## src/rtl/aes_block_sequencer.sv

```systemverilog
// aes_block_sequencer: control path between a word stream and an AES core.
// Gathers NB_CHUNKS stream words into one block, starts the core, waits for
// its result and streams it back out, repeating for a programmed block count.
// Optional build macro AES_BLOCK_SEQ_TIMEOUT_EN adds a WORK-state watchdog
// (parameter TIMEOUT_CYCLES, output timeout_o).
module aes_block_sequencer #(
  parameter int BLOCK_WIDTH  = 128,
  parameter int STREAM_WIDTH = 32,
  parameter int CNT_WIDTH    = 16
`ifdef AES_BLOCK_SEQ_TIMEOUT_EN
  , parameter int TIMEOUT_CYCLES = 1024
`endif
) (
  input  logic                    clk_i,
  input  logic                    rst_ni,
  input  logic                    clear_i,
  input  logic                    start_i,
  input  logic [CNT_WIDTH-1:0]    num_blocks_i,
  input  logic [STREAM_WIDTH-1:0] in_data_i,
  input  logic                    in_valid_i,
  output logic                    in_ready_o,
  output logic [BLOCK_WIDTH-1:0]  core_block_o,
  output logic                    core_start_o,
  input  logic                    core_done_i,
  input  logic [BLOCK_WIDTH-1:0]  core_result_i,
  output logic [STREAM_WIDTH-1:0] out_data_o,
  output logic                    out_valid_o,
  input  logic                    out_ready_i,
  output logic                    busy_o,
  output logic                    done_o,
  output logic [CNT_WIDTH-1:0]    blocks_done_o
`ifdef AES_BLOCK_SEQ_TIMEOUT_EN
  , output logic                  timeout_o
`endif
);

  localparam int NB_CHUNKS = BLOCK_WIDTH / STREAM_WIDTH;
  localparam int IW        = (NB_CHUNKS > 1) ? $clog2(NB_CHUNKS) : 1;
  localparam logic [IW-1:0] LAST = IW'(NB_CHUNKS - 1);

  typedef enum logic [2:0] {
    S_IDLE, S_LOAD, S_START, S_WORK, S_SEND, S_FINISH
  } state_e;

  state_e state_q, state_d;

  logic [NB_CHUNKS-1:0][STREAM_WIDTH-1:0] in_buf, out_buf;
  logic [IW-1:0]        in_idx, out_idx;
  logic [CNT_WIDTH-1:0] num_q;
  logic                 zero_done_q;
  logic                 in_hs, out_hs, last_in, last_out, last_blk;

  assign in_hs    = in_valid_i && (state_q == S_LOAD);
  assign out_hs   = out_ready_i && (state_q == S_SEND);
  assign last_in  = in_hs && (in_idx == LAST);
  assign last_out = out_hs && (out_idx == LAST);
  // Compared at CNT_WIDTH so the count wraps like the register itself.
  assign last_blk = (blocks_done_o + CNT_WIDTH'(1)) == num_q;

`ifdef AES_BLOCK_SEQ_TIMEOUT_EN
  localparam int TW = $clog2(TIMEOUT_CYCLES + 1);
  logic [TW-1:0] tmo_cnt;
  logic          tmo_q, timeout_hit;

  // Counter holds 0 outside WORK, so it restarts on every WORK entry.
  assign timeout_hit = (state_q == S_WORK) && !core_done_i &&
                       (tmo_cnt == TW'(TIMEOUT_CYCLES - 1));

  // Watchdog counter and one-cycle timeout pulse.
  always_ff @(posedge clk_i or negedge rst_ni) begin
    if (!rst_ni) begin
      tmo_cnt <= '0;
      tmo_q   <= 1'b0;
    end else if (clear_i) begin
      tmo_cnt <= '0;
      tmo_q   <= 1'b0;
    end else begin
      tmo_q   <= timeout_hit;
      tmo_cnt <= (state_q == S_WORK) ? tmo_cnt + TW'(1) : '0;
    end
  end

  assign timeout_o = tmo_q;
`endif

  // State register; clear aborts any job straight back to IDLE.
  always_ff @(posedge clk_i or negedge rst_ni) begin
    if (!rst_ni)      state_q <= S_IDLE;
    else if (clear_i) state_q <= S_IDLE;
    else              state_q <= state_d;
  end

  // Next-state logic.
  always_comb begin
    state_d = state_q;
    unique case (state_q)
      S_IDLE:   if (start_i && (num_blocks_i != '0)) state_d = S_LOAD;
      S_LOAD:   if (last_in) state_d = S_START;
      S_START:  state_d = S_WORK;
      S_WORK: begin
        if (core_done_i) state_d = S_SEND;
`ifdef AES_BLOCK_SEQ_TIMEOUT_EN
        else if (timeout_hit) state_d = S_IDLE;
`endif
      end
      S_SEND:   if (last_out) state_d = last_blk ? S_FINISH : S_LOAD;
      S_FINISH: state_d = S_IDLE;
      default:  state_d = S_IDLE;
    endcase
  end

  // Outputs decoded from state; out_data is forced to 0 when not presenting.
  always_comb begin
    in_ready_o   = (state_q == S_LOAD);
    core_start_o = (state_q == S_START);
    out_valid_o  = (state_q == S_SEND);
    out_data_o   = (state_q == S_SEND) ? out_buf[out_idx] : '0;
    busy_o       = (state_q != S_IDLE);
    done_o       = (state_q == S_FINISH) || zero_done_q;
  end

  assign core_block_o = in_buf;

  // Datapath: word buffers, word indices, job count and progress counter.
  always_ff @(posedge clk_i or negedge rst_ni) begin
    if (!rst_ni) begin
      in_buf        <= '0;
      out_buf       <= '0;
      in_idx        <= '0;
      out_idx       <= '0;
      num_q         <= '0;
      blocks_done_o <= '0;
      zero_done_q   <= 1'b0;
    end else if (clear_i) begin
      in_buf        <= '0;
      out_buf       <= '0;
      in_idx        <= '0;
      out_idx       <= '0;
      num_q         <= '0;
      blocks_done_o <= '0;
      zero_done_q   <= 1'b0;
    end else begin
      // An empty job completes immediately with a single done pulse.
      zero_done_q <= (state_q == S_IDLE) && start_i && (num_blocks_i == '0);
      // Any accepted start begins a fresh job, so progress restarts at 0.
      if ((state_q == S_IDLE) && start_i) begin
        num_q         <= num_blocks_i;
        blocks_done_o <= '0;
        in_idx        <= '0;
        out_idx       <= '0;
      end
      if (in_hs) begin
        in_buf[in_idx] <= in_data_i;
        in_idx         <= (in_idx == LAST) ? '0 : in_idx + IW'(1);
      end
      if ((state_q == S_WORK) && core_done_i) out_buf <= core_result_i;
      if (out_hs) begin
        out_idx <= (out_idx == LAST) ? '0 : out_idx + IW'(1);
        if (out_idx == LAST) blocks_done_o <= blocks_done_o + CNT_WIDTH'(1);
      end
    end
  end

endmodule

```

## config.mk

```make
export PLATFORM = sky130hd
export DESIGN_NAME = aes_block_sequencer
export DESIGN_NICKNAME = d
export VERILOG_FILES = /design/src/rtl/aes_block_sequencer.sv
export SDC_FILE = /design/constraint.sdc
export NUM_CORES = 1
export LEC_CHECK = 0
export CAP_MARGIN = 20
export CORE_MARGIN = 10
export CORE_UTILIZATION = 53
export CTS_BUF_LIST = sky130_fd_sc_hd__clkbuf_16
export CTS_CLUSTER_SIZE = 28
export DETAILED_ROUTE_END_ITERATION = 7
export GPL_ROUTABILITY_DRIVEN = 0
export PLACE_DENSITY = 0.87
export SKIP_CTS_REPAIR_TIMING = 1
export SLEW_MARGIN = 20
export SYNTH_ARGS = -nofsm -noshare
export SYNTH_HDL_FRONTEND = slang
export SYNTH_SLANG_ARGS = --single-unit
```

## constraint.sdc

```tcl
create_clock -name clk_i -period 4.7 [get_ports clk_i]
set_input_delay 0.705 -clock clk_i [delete_from_list [all_inputs] [get_ports clk_i]]
set_output_delay 0.705 -clock clk_i [all_outputs]
set_load 0.01 [all_outputs]
```

==> reports/qor.yml <==
outcome: "completed"
end_kind: "output pin"
synth_area_leader_cell: "dfrtp_1"
drt-total-wl_mm: 45.0
fin_crit_ns: 3.76
p_comb_share_pct: 7.8
finalHoldViolations: 0
startpoint_type: "flop"
ff2ff_setup_slack_ns: 1.94
synth_seq_cells: 296
worstMarginPinSlew_ns: 1.01
post_drt_wl_per_cell_microns: 20.7
crit_family: "flip-flops"
drt_iter0_markers: 1431
clock_latency_ns: 0.52
p_per_area_nw_per_um2: 302
clock_sinks: 296
cts_tree: "built"
synth_edf_count: 0
ys_seq_area_share_pct: 54.7
synth_top_cell_area_share_pct: 54.7
finalPower_mw: 5.58
grt_pass1_wl_mm: 71.0
viasPerCell: 5.75
antenna_found_initial: 13
fin_tns_setup_ns: 0
grt_use_total_pct: 27.0
critPathMaxStageDelay_ns: 0.97
initial_core_util_pct: 53.8
ff2ff_path_depth: 7
io-pin-count: 364
cts_root_buffer: "clkbuf_16"
path_clk_slew_ns: 0.06
whs_ns: 0.306
placementRows: 58
crit_chain: "buf_4 > mux4_2 > and2_1 > clkdlybuf4s50_1"
clock_skew_ns: 0.0216
slew_headroom_pct: 32.7
htree_levels: 2
cp_max_fo: 28
synth_nets: 1699
clock_path_buffers: 3
die_x_microns: 180
seqPwrFrac_pct: 46.6
clock_power_share_pct: 45.6
async_flop_share_pct: 100
syn_inst: 1510
crit_arrival_ns: 3.06
drc: 0
die_h_microns: 180
cp_num_buf_inv: 2
ys.flop_type: "dfrtp_1"
die_area_sq_um: 32300
cts_buffers: 34
worst_slack_ns: 0.938
yosysUniqueCellTypes: 51
drive_gt1_share_pct: 6.74
synth.cell_area_sq_um: 13500
grt_pass1_vias: 12700
cap_violations: 0
switchingPower_mw: 1.32
rsz0062_at_grt: "no"
slowest_stage: "dfrtp_2"
core_sq_um: 25200
peakVddDrop_mv: 0.290
synthTopCellsByArea: "dfrtp_1 (55%), nand2_1 (16%), a21oi_1 (11%), mux4_2 (5.3%), clkbuf_1 (2.6%)"
syn_area_per_cell_sq_um: 8.97
path_depth: 4
dp_slack_ns: 1.37
area_delta_synth_final_pct: 36.3
holdCritPathClass: "in2async"
cp.required_ns: 3.99
dr.pass1.iters: 6
swShare_pct: 23.6
route.vias.total: 12500
hpwl_mm: 31.0
criticalPathCategory: "reg2out"
ant_nets: 0
slew_violations: 0
grt-ovfl-total: 0
setup_viol: 0
port_buffers: 363
power_leakage_nw: 7.41
yosys_warnings: 0
fmax_mhz: 266
grt_max_degree: 163
internal_power_mw: 4.26
nFillCells: 1789
fin_crit_sh_pct: 80.0
num-nets-final: 2003
[sequential cells by signal, summed over array words and instances, names as in the netlist]
register	cells
in_idx	2
out_buf	128
num_q	16
out_idx	2
core_block_o	128
zero_done_q	1
blocks_done_o	16
state_q	3
[power groups by stage]
stage / Clock [mW] / Sequential, mW / Combinational (mW)
after floorplan: 0 / 2.64 / 0.125
after global placement: 0 / 2.64 / 0.429
after detailed placement: 0 / 2.64 / 0.433
after CTS: 2.58 / 2.60 / 0.438
after global routing: 2.68 / 2.60 / 0.473
final: 2.54 / 2.60 / 0.436
[layer usage]
metal,wire length (microns),vias to the layer above,GRT usage (%)
met1,16200,5996,31.5
met5,27,-,0
met3,4640,159,8.80
li1,-,5637,-
met2,21400,721,43.3
met4,2720,4,14.8
[layout make-up]
cell class	count	area (sq um)	share of cell area, %
Clock buffer	35	876	4.75
Inverter	8	30.0	0.163
Tap cell	330	413	2.24
Antenna cell	9	22.5	0.122
Timing Repair Buffer	385	3840	20.8
Multi-Input combinational cell	1089	5660	30.7
Sequential cell	296	7410	40.1
Clock inverter	26	201	1.09
[worst paths after layout]
kind,start,to
setup / recovery,out_idx[0]$_DFFE_PN0P_,out_data_o[17]
hold / removal,rst_ni,blocks_done_o[10]$_DFF_PN0_
setup reg to reg,state_q[1]$_DFFE_PN0P_,state_q[2]$_DFFE_PN0P_
hold reg to reg,core_block_o[18]$_DFFE_PN0P_,core_block_o[18]$_DFFE_PN0P_
max in group asynchronous,rst_ni,core_block_o[69]$_DFFE_PN0P_
min in group clk_i,core_block_o[18]$_DFFE_PN0P_,core_block_o[18]$_DFFE_PN0P_
[Yosys cell counts (5+ instances only)]
cell,number
a21oi_1,294
and2_1,37
buf_2,23
clkbuf_1,92
dfrtp_1,296
ha_1,6
inv_1,8
mux4_2,32
nand2_1,569
nand3_1,12
nand4_1,5
nor2_1,29
nor3_1,8
o211ai_1,5
o21ai_0,15
xnor2_1,8
xor2_1,10
[metrics by stage]
step / utilization (%) / area [sq um] / instances
after floorplan: - / 13500 / 1510
after CTS: 73.2 / 18400 / 2169
after global placement: 68.9 / 17400 / 2108
final: 73.3 / 18500 / 2178
after detailed placement: 68.9 / 17400 / 2108
after global routing: 73.3 / 18500 / 2176
[layout by cell type, fill, tap and decap left out, types with 4 or more instances in the layout]
master,n
clkbuf_16,35
o21ai_0,15
buf_4,19
nor3b_1,4
nand3_1,11
and2_1,37
dfrtp_1,295
xor2_1,10
mux4_2,32
clkinv_2,8
a22oi_1,4
nand4_1,5
nor3_1,8
a21oi_1,294
inv_1,12
clkdlybuf4s50_1,361
nor4_1,4
nor2_1,28
clkinv_1,7
o211ai_1,5
or3_1,4
xnor2_1,8
nand2_1,568
diode_2,9
ha_1,6
[logic make-up after synthesis]
kind of cell / synth area share [%]
buf+inv: 3.71
flops: 54.7
compound gates: 13.2
simple gates: 21.4
xor+xnor: 1.16
mux: 5.32
fa+ha+maj: 0.554
(Power assumes the default switching activity.)
